## config.mk

```make
export PLATFORM = sky130hd
export DESIGN_NAME = dds_sweep_ctrl_flat
export DESIGN_NICKNAME = d
export VERILOG_FILES = /design/src/rtl/dds_pkg.sv /design/src/rtl/dds_sweep_ctrl_if.sv /design/src/rtl/sweep_dwell_timer.sv /design/src/rtl/dds_sweep_ctrl.sv /design/src/flat_wrapper.sv
export SDC_FILE = /design/constraint.sdc
export NUM_CORES = 1
export LEC_CHECK = 0
export CAP_MARGIN = 40
export CORE_ASPECT_RATIO = 0.7
export CORE_MARGIN = 10
export CORE_UTILIZATION = 44
export CTS_CLUSTER_DIAMETER = 30
export DETAILED_ROUTE_END_ITERATION = 12
export PLACE_DENSITY = 0.67
export SLEW_MARGIN = 20
export SYNTH_ARGS = -nofsm -noshare
export SYNTH_HDL_FRONTEND = slang
export SYNTH_SLANG_ARGS = --single-unit
```

## constraint.sdc

```tcl
create_clock -name clk -period 3.9 [get_ports clk]
set_input_delay 0.585 -clock clk [delete_from_list [all_inputs] [get_ports clk]]
set_output_delay 0.585 -clock clk [all_outputs]
set_load 0.02 [all_outputs]
```

## src/rtl/dds_pkg.sv

```systemverilog
// Shared defaults and the FSM state type for the DDS frequency-sweep controller.
// S_DOWN exists only when SWEEP_BIDIR_EN is defined.
package dds_pkg;

    localparam int PW_DEFAULT = 8;
    localparam int DW_DEFAULT = 16;

    typedef enum logic [2:0] {
        S_IDLE   = 3'd0,
        S_ARM    = 3'd1,
        S_RUN    = 3'd2,
`ifdef SWEEP_BIDIR_EN
        S_DOWN   = 3'd3,
`endif
        S_FINISH = 3'd4
    } sweep_state_t;

endpackage

```

## src/rtl/dds_sweep_ctrl_if.sv

```systemverilog
// Sweep request/configuration and accumulator-side outputs of dds_sweep_ctrl.
// The master drives requests and config; the slave (the controller) drives phinc and status.
interface dds_sweep_ctrl_if
    import dds_pkg::*;
#(
    parameter int PW = PW_DEFAULT,
    parameter int DW = DW_DEFAULT
) ();
    logic          start;
    logic          abort;
    logic [PW-1:0] f_start;
    logic [PW-1:0] f_stop;
    logic [PW-1:0] f_step;
    logic [DW-1:0] dwell;
    logic [PW-1:0] phinc;
    logic          acc_clrn;
    logic          busy;
    logic          done;

    modport master (
        output start, abort, f_start, f_stop, f_step, dwell,
        input  phinc, acc_clrn, busy, done
    );

    modport slave (
        input  start, abort, f_start, f_stop, f_step, dwell,
        output phinc, acc_clrn, busy, done
    );
endinterface

```

## src/rtl/sweep_dwell_timer.sv

```systemverilog
// Loadable down-counter timing how long each phase increment is held.
// tc is high while the count sits at zero; the counter parks there until reloaded.
module sweep_dwell_timer #(
    parameter int DW = 16
) (
    input  logic          clk,
    input  logic          clr,
    input  logic          flush,
    input  logic          load,
    input  logic [DW-1:0] load_val,
    output logic          tc
);
    logic [DW-1:0] count;

    always_ff @(posedge clk) begin
        if (clr || flush)
            count <= '0;
        else if (load)
            count <= load_val;
        else if (count != '0)
            count <= count - DW'(1);
    end

    assign tc = (count == '0);
endmodule

```

## src/rtl/dds_sweep_ctrl.sv

```systemverilog
// Stepped frequency-sweep controller feeding a DDS phase accumulator's increment.
// Define SWEEP_BIDIR_EN to sweep back down from f_stop to f_start before finishing.
module dds_sweep_ctrl
    import dds_pkg::*;
#(
    parameter int PW = PW_DEFAULT,
    parameter int DW = DW_DEFAULT
) (
    input  logic clk,
    input  logic clr,
    dds_sweep_ctrl_if.slave sif
);
    sweep_state_t  state;
    logic [PW-1:0] start_q, stop_q, step_q;
    logic [DW-1:0] dwell_q, reload;
    logic [PW:0]   up_sum;
    logic [PW-1:0] up_next;
    logic          at_top, active, tc, tmr_load, tmr_flush;
`ifdef SWEEP_BIDIR_EN
    logic [PW-1:0] dn_next;
    logic          at_bottom, goes_down;
`endif

    // Step arithmetic is one bit wider so increments saturate at f_stop instead of wrapping.
    always_comb begin
        reload  = (dwell_q == '0) ? '0 : dwell_q - DW'(1);
        up_sum  = {1'b0, sif.phinc} + {1'b0, step_q};
        up_next = (up_sum >= {1'b0, stop_q}) ? stop_q : up_sum[PW-1:0];
        at_top  = (sif.phinc >= stop_q) || (step_q == '0);
`ifdef SWEEP_BIDIR_EN
        goes_down = (stop_q > start_q) && (step_q != '0);
        at_bottom = (sif.phinc <= start_q);
        dn_next   = ((sif.phinc - start_q) > step_q) ? sif.phinc - step_q : start_q;
        active    = (state == S_ARM) || (state == S_RUN) || (state == S_DOWN);
        tmr_load  = (state == S_ARM)
                 || ((state == S_RUN) && tc && (!at_top || goes_down))
                 || ((state == S_DOWN) && tc && !at_bottom);
`else
        active    = (state == S_ARM) || (state == S_RUN);
        tmr_load  = (state == S_ARM) || ((state == S_RUN) && tc && !at_top);
`endif
        tmr_flush = active && sif.abort;
    end

    sweep_dwell_timer #(.DW(DW)) u_timer (
        .clk      (clk),
        .clr      (clr),
        .flush    (tmr_flush),
        .load     (tmr_load),
        .load_val (reload),
        .tc       (tc)
    );

    // Outputs are assigned on the transition so they already hold the new state's values.
    always_ff @(posedge clk) begin
        if (clr) begin
            state        <= S_IDLE;
            start_q      <= '0;
            stop_q       <= '0;
            step_q       <= '0;
            dwell_q      <= '0;
            sif.phinc    <= '0;
            sif.acc_clrn <= 1'b0;
            sif.busy     <= 1'b0;
            sif.done     <= 1'b0;
        end else begin
            sif.done <= 1'b0;
            if (active && sif.abort) begin
                state        <= S_IDLE;
                sif.phinc    <= '0;
                sif.acc_clrn <= 1'b0;
                sif.busy     <= 1'b0;
            end else begin
                case (state)
                    S_IDLE: begin
                        sif.phinc    <= '0;
                        sif.acc_clrn <= 1'b0;
                        sif.busy     <= 1'b0;
                        if (sif.start) begin
                            start_q   <= sif.f_start;
                            stop_q    <= sif.f_stop;
                            step_q    <= sif.f_step;
                            dwell_q   <= sif.dwell;
                            sif.phinc <= sif.f_start;
                            sif.busy  <= 1'b1;
                            state     <= S_ARM;
                        end
                    end
                    S_ARM: begin
                        sif.acc_clrn <= 1'b1;
                        state        <= S_RUN;
                    end
                    S_RUN: begin
                        if (tc) begin
                            if (!at_top) begin
                                sif.phinc <= up_next;
`ifdef SWEEP_BIDIR_EN
                            end else if (goes_down) begin
                                sif.phinc <= dn_next;
                                state     <= S_DOWN;
`endif
                            end else begin
                                sif.phinc    <= '0;
                                sif.acc_clrn <= 1'b0;
                                sif.busy     <= 1'b0;
                                sif.done     <= 1'b1;
                                state        <= S_FINISH;
                            end
                        end
                    end
`ifdef SWEEP_BIDIR_EN
                    S_DOWN: begin
                        if (tc) begin
                            if (!at_bottom) begin
                                sif.phinc <= dn_next;
                            end else begin
                                sif.phinc    <= '0;
                                sif.acc_clrn <= 1'b0;
                                sif.busy     <= 1'b0;
                                sif.done     <= 1'b1;
                                state        <= S_FINISH;
                            end
                        end
                    end
`endif
                    S_FINISH: begin
                        state <= S_IDLE;
                    end
                    default: begin
                        state        <= S_IDLE;
                        sif.phinc    <= '0;
                        sif.acc_clrn <= 1'b0;
                        sif.busy     <= 1'b0;
                    end
                endcase
            end
        end
    end
endmodule

```

## src/flat_wrapper.sv

```systemverilog
// flat-port wrapper written by rule: the top's interface ports become plain ports
module dds_sweep_ctrl_flat import dds_pkg::*;
#(
    parameter int PW = PW_DEFAULT,
    parameter int DW = DW_DEFAULT
)
  (clk, clr, sif_start, sif_abort, sif_f_start, sif_f_stop, sif_f_step, sif_dwell, sif_phinc, sif_acc_clrn, sif_busy, sif_done);
  dds_sweep_ctrl_if #(.PW(PW), .DW(DW)) sif_i ();
  input  logic clk;
  input  logic clr;
  input wire logic [$bits(sif_i.start)-1:0] sif_start;
  input wire logic [$bits(sif_i.abort)-1:0] sif_abort;
  input wire logic [$bits(sif_i.f_start)-1:0] sif_f_start;
  input wire logic [$bits(sif_i.f_stop)-1:0] sif_f_stop;
  input wire logic [$bits(sif_i.f_step)-1:0] sif_f_step;
  input wire logic [$bits(sif_i.dwell)-1:0] sif_dwell;
  output wire logic [$bits(sif_i.phinc)-1:0] sif_phinc;
  output wire logic [$bits(sif_i.acc_clrn)-1:0] sif_acc_clrn;
  output wire logic [$bits(sif_i.busy)-1:0] sif_busy;
  output wire logic [$bits(sif_i.done)-1:0] sif_done;
  assign sif_i.start = sif_start;
  assign sif_i.abort = sif_abort;
  assign sif_i.f_start = sif_f_start;
  assign sif_i.f_stop = sif_f_stop;
  assign sif_i.f_step = sif_f_step;
  assign sif_i.dwell = sif_dwell;
  assign sif_phinc = sif_i.phinc;
  assign sif_acc_clrn = sif_i.acc_clrn;
  assign sif_busy = sif_i.busy;
  assign sif_done = sif_i.done;
  dds_sweep_ctrl #(.PW(PW), .DW(DW)) u_core (.clk(clk), .clr(clr), .sif(sif_i));
endmodule
```

==> results.sh, run 1 <==
export IMPL_status="finished clean"
export IMPL_postCtsSetupBuffers=0
export IMPL_startpoint_type="register"
export IMPL_clkTransAtPathRegs_ns=0.05
export IMPL_p_comb_share_pct=42.8
export IMPL_startpoint="u_core.sif.phinc[0]"
export IMPL_fmax_mhz=291.6
export IMPL_yosysUniqueCellTypes=55
export IMPL_endpoint="u_core.sif.phinc[5]"
export IMPL_numPortBuffers=54
export IMPL_seq_area_mm2=0.001241
export IMPL_htree_levels=3
export IMPL_p_switching_mw=1.149
export IMPL_multi_input_area_mm2=0.002529
export IMPL_overflow=0
export IMPL_nFillCells=800
export IMPL_internal_power_mw=1.796
export IMPL_r2r_end="u_core.sif.phinc[5]"
export IMPL_grt_pass1_wl_um=17290
export IMPL_die_w_um=132.6
export IMPL_synth_top_area_share_pct=31.78
export IMPL_cp_max_fo=7
export IMPL_finalSetupTns_ns=0
export IMPL_yosysTopAreaCell="dfxtp_1"
export IMPL_cts_buffers=9
export IMPL_hold_viol_final=0
export IMPL_report_final_slew_viol_count=0
export IMPL_yosysSeqAreaShare_pct=31.78
export IMPL_yosys_most_used_dff="dfxtp_1"
export IMPL_grt_setup_unrepaired="false"
export IMPL_hpwl_um=8055
export IMPL_rrSetupSlack_ns=0.47
export IMPL_max_stage_delay_ns=0.43
export IMPL_critPathMostFrequentCell="a21oi_1"
export IMPL_netlist_top_cells_area="dfxtp_1 32%, ha_1 8.7%, nand2_1 8.1%"
export IMPL_vias_per_cell=5.616
export IMPL_required_ns=4.10
export IMPL_period_minus_slack_ns=3.429
export IMPL_synth_async_reset_ratio_pct=0
export IMPL_drtAntennaViolNets=0
export IMPL_start_util_pct=45.68
export IMPL_power_mw=2.945
export IMPL_max_slew_margin_rel_pct=49.66
export IMPL_cts_resized=0
export IMPL_power_density_mw_per_mm2=607.1
export IMPL_p_sw_share_pct=39.01
export IMPL_p_leak_nw=1.849
export IMPL_drive_gt1_share_pct=7.345
export IMPL_clockRootBuffer="clkbuf_16"
export IMPL_cts_tree="built"
export IMPL_drc_errors=0
export IMPL_max_slew_worst_pin_slew_ns=0.7551
export IMPL_synth_edff_count=0
export IMPL_cpMaxStageDelayCell="fa_1"
export IMPL_synth_fp_nets=548
export IMPL_die_h_um=98.82
export IMPL_hp_class="register to register"
export IMPL_nets=598
export IMPL_setup_viol=0
export IMPL_cts_buffer_depth=2
export IMPL_avgSynthCellArea_um2=8.204
export IMPL_cts_hold_fix_buffers=0
export IMPL_fp_coreArea_mm2=0.008548
export IMPL_gp_congestion=0.9261
export IMPL_yosysWarnings=0
export IMPL_cap_violations=0
export IMPL_grt_pass1_vias=3351
export IMPL_period_share_pct=87.92
export IMPL_r2r_start="u_core.sif.phinc[0]"
export IMPL_num_vias=3656
export IMPL_reg2regPathDepth=13
export IMPL_grt_total_usage_pct=16.18
export IMPL_wl_um=10760
export IMPL_crit_type="register to register"
export IMPL_worstSkewPairLatency_ns=0.33
export IMPL_p_clk_share_pct=27.4
export IMPL_drt_iter0_drc=452
export IMPL_first_pass_iters=5
export IMPL_fin_skew_ns=0.004002
export IMPL_die_area_mm2=0.01310
export IMPL_crit_arrival_ns=3.63
export IMPL_grt_max_degree=35
export IMPL_crit_chain="ha_1 > fa_1 > a211oi_1 > o21bai_1 > a21oi_1 > xnor2_1 > ha_1 > o21ai_0 > o21ai_0 > a21oi_1 > o31ai_4 > mux2i_1 > a21oi_1"
export IMPL_num_rows=28
export IMPL_clock_sinks=62
export IMPL_io_pins=55
export IMPL_syn_cell_area_mm2=0.003905
export IMPL_n_antenna_cell=0
export IMPL_antenna_found_initial=0
export IMPL_area_growth_pct=24.22
export IMPL_power_frac_seq_pct=29.9
export IMPL_vdd_drop_max_mv=0.2959
export IMPL_syn_inst=476
export IMPL_wire_per_inst_um=16.53
export IMPL_ys_seq_elements=62
export IMPL_endpoint_kind="register"
==> power groups by stage <==
| stage | combinational, mW | clock, mW | sequential [mW] |
|---|---|---|---|
| detailed placement | 1.23 | 0 | 0.888 |
| finish | 1.26 | 0.806 | 0.879 |
| global placement | 1.21 | 0 | 0.883 |
| floorplan | 0.967 | 0 | 0.848 |
| global route | 1.40 | 0.850 | 0.894 |
| CTS | 1.24 | 0.817 | 0.875 |
==> how the worst min path moves through the flow <==
stage / end / cells past startpoint / from
finish: u_core.stop_q[6] / 2 / u_core.stop_q[6]
global route: u_core.stop_q[6] / 2 / u_core.stop_q[6]
CTS: u_core.stop_q[6] / 2 / u_core.stop_q[6]
detailed placement: u_core.stop_q[6] / 2 / u_core.stop_q[6]
global placement: u_core.stop_q[6] / 2 / u_core.stop_q[6]
floorplan: u_core.stop_q[6] / 2 / u_core.stop_q[6]
==> synthesized netlist by cell type (3+ instances only) <==
cell type	instances
a211o_1	7
a211oi_1	7
a21oi_1	55
a22oi_1	12
clkbuf_1	15
dfxtp_1	62
ha_1	27
inv_1	15
mux2i_1	9
nand2_1	84
nand2b_1	3
nand3_1	6
nand3b_1	8
nand4_1	5
nor2_1	27
nor3_1	16
nor3b_1	4
nor4_1	10
nor4_2	3
o21ai_0	10
o22ai_2	9
or3_1	6
xnor2_1	20
xor2_1	13
==> kinds of logic (layout without fill, tap and decap cells) <==
kind of cell / after synthesis / in the layout / synth area share (%)
xor gates and xnor gates: 33 / 33 / 7.402
and+or+nand+nor: 185 / 185 / 23.45
muxes: 9 / 9 / 2.307
DFF: 62 / 62 / 31.78
adders and majority gates: 28 / 28 / 9.164
AOI/OAI and AO/OA: 124 / 124 / 22.27
buffers and inverters: 35 / 90 / 3.620
==> state kept, by name, summed over array words and instances (netlist names), 3 cells and up <==
| register | cells |
|---|---|
| u_core.step_q | 8 |
| u_core.stop_q | 8 |
| u_core.state | 3 |
| u_core.u_timer.count | 16 |
| u_core.dwell_q | 16 |
| u_core.sif.phinc | 8 |
==> cell type report <==
class                           instances  area share [%]
Tap cell                              120           3.095
Timing Repair Buffer                   59           11.81
Multi-Input combinational cell        379           52.13
Clock buffer                           11           5.004
Inverter                               15           1.161
Clock inverter                          5           1.212
Sequential cell                        62           25.59
==> worst max-delay path, delay by kind of cell, from the launching register on <==
| family | cells | cell delay (ns) |
|---|---|---|
| adder cells (fa/ha/maj) | 3 | 0.99 |
| flip-flops | 1 | 0.39 |
| multiplexers | 1 | 0.28 |
| AO/OA/AOI/OAI | 8 | 1.48 |
| XOR/XNOR | 1 | 0.16 |
==> layout by cell type, fill, tap and decap left out, types with 2 or more instances in the layout <==
master / instances
mux2i_1: 9
a22oi_1: 12
nor3_1: 16
buf_4: 3
xor2_1: 13
a221o_1: 2
or3_1: 6
xnor2_1: 20
nor3b_1: 4
clkdlybuf4s50_1: 54
and3_1: 2
buf_2: 2
nor4_2: 3
o2bb2ai_1: 2
o22ai_2: 9
a211oi_1: 7
nor2b_1: 2
clkbuf_16: 9
nor2_1: 27
a211o_1: 7
nand4_1: 5
a21oi_1: 55
clkinvlp_4: 2
inv_1: 15
nand3b_1: 8
o21ai_0: 10
dfxtp_1: 62
o31ai_1: 2
nand2_1: 84
and2_1: 2
o21ai_1: 2
nor4_1: 10
ha_1: 27
nand3_1: 6
nand2b_1: 3
o21bai_1: 2
a21o_1: 2
==> layer usage <==
metal	GRT usage (%)	vias up	share of wire [%]
li1	-	1820	-
met1	23.85	1680	52
met2	22.14	143	40
met3	3.803	13	7.2
met4	5.565	0	1.1
met5	0	-	0
==> through the flow <==
stage          hold WS [ns]  instance area [µm²]  setup slack [ns]  std cells  util [%]
6_report             0.4661                 4851            0.4709        651     56.75
4_1_cts              0.4702                 4841            0.4940        649     56.63
2_1_floorplan        0.4363                 3905            0.8039        476         -
5_1_grt              0.4820                 4851            0.2333        651     56.75
3_3_place_gp         0.4481                 4539            0.7002        633     53.10
3_5_place_dp         0.4625                 4539            0.5555        633     53.10
(Power assumes the default switching activity.)
==> run 2, diff against run 1 <==
DONT_BUFFER_PORTS = 1   (was default)
PLACE_DENSITY = default   (was 0.67)
SLEW_MARGIN = default   (was 20)
==> run 2 against run 1 <==
  * Worst hold slack got worse by 0.16 ns
  * Register-to-register slack improved by 0.13 ns
  * Sequential power barely moved
  * Fmax rose by 3.8%
  * Global-route usage fell by 0.19 points
  * Highest routed layer unchanged
  * First-iteration DRC count fell by 34%
  * Die area did not move
  * Non-clock buffer count fell by 51
  * Routed wire length fell by 2.3%
  * Critical path depth did not move
  * Cell count fell by 7.8%
  * Design area fell by 10%
==> results.sh, run 2 (synthesized netlist as in run 1, its figures left out) <==
export IMPL_clockRootBuffer="clkbuf_16"
export IMPL_postCtsSetupBuffers=0
export IMPL_fp_coreArea_mm2=0.008548
export IMPL_area_growth_pct=11.63
export IMPL_num_vias=3379
export IMPL_cts_resized=0
export IMPL_crit_arrival_ns=3.56
export IMPL_start_util_pct=45.68
export IMPL_status="finished clean"
export IMPL_htree_levels=3
export IMPL_wl_um=10520
export IMPL_startpoint_type="register"
export IMPL_cts_buffers=9
export IMPL_crit_type="register to register"
export IMPL_grt_total_usage_pct=15.99
export IMPL_hold_viol_final=0
export IMPL_p_leak_nw=1.671
export IMPL_die_h_um=98.82
export IMPL_drt_iter0_drc=299
export IMPL_gp_congestion=0.8740
export IMPL_whs_ns=0.3060
export IMPL_numPortBuffers=0
export IMPL_drc_errors=0
export IMPL_grt_pass1_vias=3171
export IMPL_clkTransAtPathRegs_ns=0.06
export IMPL_grt_max_degree=35
export IMPL_final_cell_mix="84 x nand2_1, 62 x dfxtp_1, 55 x a21oi_1, 27 x nor2_1, 27 x ha_1"
export IMPL_endpoint_kind="register"
export IMPL_finalSetupTns_ns=0
export IMPL_fmax_mhz=302.7
export IMPL_nets=547
export IMPL_num_rows=28
export IMPL_hpwl_um=7931
export IMPL_fin_skew_ns=0.008290
export IMPL_grt_pass1_wl_um=16850
export IMPL_max_slew_worst_pin_slew_ns=0.8189
export IMPL_hp_class="input port to register"
export IMPL_antenna_found_initial=0
export IMPL_largestRegisters="u_core.dwell_q (16), u_core.u_timer.count (16)"
export IMPL_required_ns=4.15
export IMPL_max_slew_margin_rel_pct=45.29
export IMPL_first_pass_iters=5
export IMPL_worstSkewPairLatency_ns=0.34
export IMPL_cap_violations=0
export IMPL_cp_max_fo=7
export IMPL_setup_viol=0
export IMPL_drive_gt1_share_pct=8.958
export IMPL_grt_setup_unrepaired="false"
export IMPL_io_pins=55
export IMPL_mostFrequentLayoutCell="nand2_1"
export IMPL_drtAntennaViolNets=0
export IMPL_wire_per_inst_um=17.53
export IMPL_vdd_drop_max_mv=0.3059
export IMPL_clock_sinks=62
export IMPL_cts_buffer_depth=2
export IMPL_cts_tree="built"
export IMPL_period_share_pct=84.71
export IMPL_cts_hold_fix_buffers=0
export IMPL_utilization_pct=51.00
export IMPL_power_density_mw_per_mm2=677.7
export IMPL_period_minus_slack_ns=3.304
export IMPL_n_antenna_cell=0
export IMPL_report_final_slew_viol_count=0
export IMPL_die_area_mm2=0.01310
export IMPL_die_w_um=132.6
export IMPL_vias_per_cell=5.632
export IMPL_overflow=0
-- run 2: cell types whose count changed in the layout (fill, tap and decap cells not counted), sizes merged --
cell / change
buf: +3
bufinv: +1
clkbuf: -2
clkdlybuf4s50: -54
inv: +1
-- run 2: worst max-delay path, stage by stage (launching register included) --
cell	delay, ns
dfxtp_1	0.34
ha_1	0.23
fa_1	0.43
a211oi_1	0.29
o21bai_1	0.12
a21oi_1	0.18
xnor2_1	0.16
ha_1	0.27
o21ai_0	0.13
o21ai_0	0.09
a21oi_1	0.35
o31ai_4	0.24
mux2i_1	0.18
o31ai_1	0.21
-- run 2: power breakdown --
group	switching [mW]	internal (mW)
combinational	0.703	0.495
sequential	0.142	0.737
clock	0.316	0.561
-- run 2: layout make-up --
| type | count | area [µm²] |
|---|---|---|
| Multi-Input combinational cell | 379 | 2529 |
| Inverter | 15 | 56.30 |
| Clock buffer | 9 | 225.2 |
| Sequential cell | 62 | 1241 |
| Timing Repair Buffer | 8 | 60.06 |
| Fill cell | 849 | 4189 |
| Tap cell | 120 | 150.1 |
| Clock inverter | 7 | 97.59 |
-- run 2: path summary, 6_finish.rpt --
| kind | slack (ns) | from | endpoint | depth (start not counted) |
|---|---|---|---|---|
| worst max-delay path | 0.60 | u_core.step_q[0] | u_core.sif.phinc[7] | 13 |
| worst min-delay path | 0.31 | clr | u_core.step_q[1] | 1 |
| worst max register to register | 0.60 | u_core.step_q[0] | u_core.sif.phinc[7] | 13 |
| worst min register to register | 0.46 | u_core.stop_q[6] | u_core.stop_q[6] | 2 |
-- run 2: layer usage --
metal  global-route usage, %  vias to the layer above  share of wire [%]
met5                       0                        -                  0
met2                   20.53                      103                 38
met3                   5.578                        8                7.5
li1                        -                     1723                  -
met1                   23.85                     1545                 53
met4                   4.637                        0                1.0
-- run 2: through the flow --
stage / power, mW / cells / area (µm²) / worst slack [ns]
2_1_floorplan: 1.816 / 476 / 3905 / 0.8039
3_3_place_gp: 2.041 / 584 / 4036 / 0.7903
3_5_place_dp: 2.067 / 584 / 4036 / 0.6786
4_1_cts: 2.953 / 600 / 4359 / 0.6279
5_1_grt: 3.148 / 600 / 4359 / 0.3402
6_report: 2.954 / 600 / 4359 / 0.5961
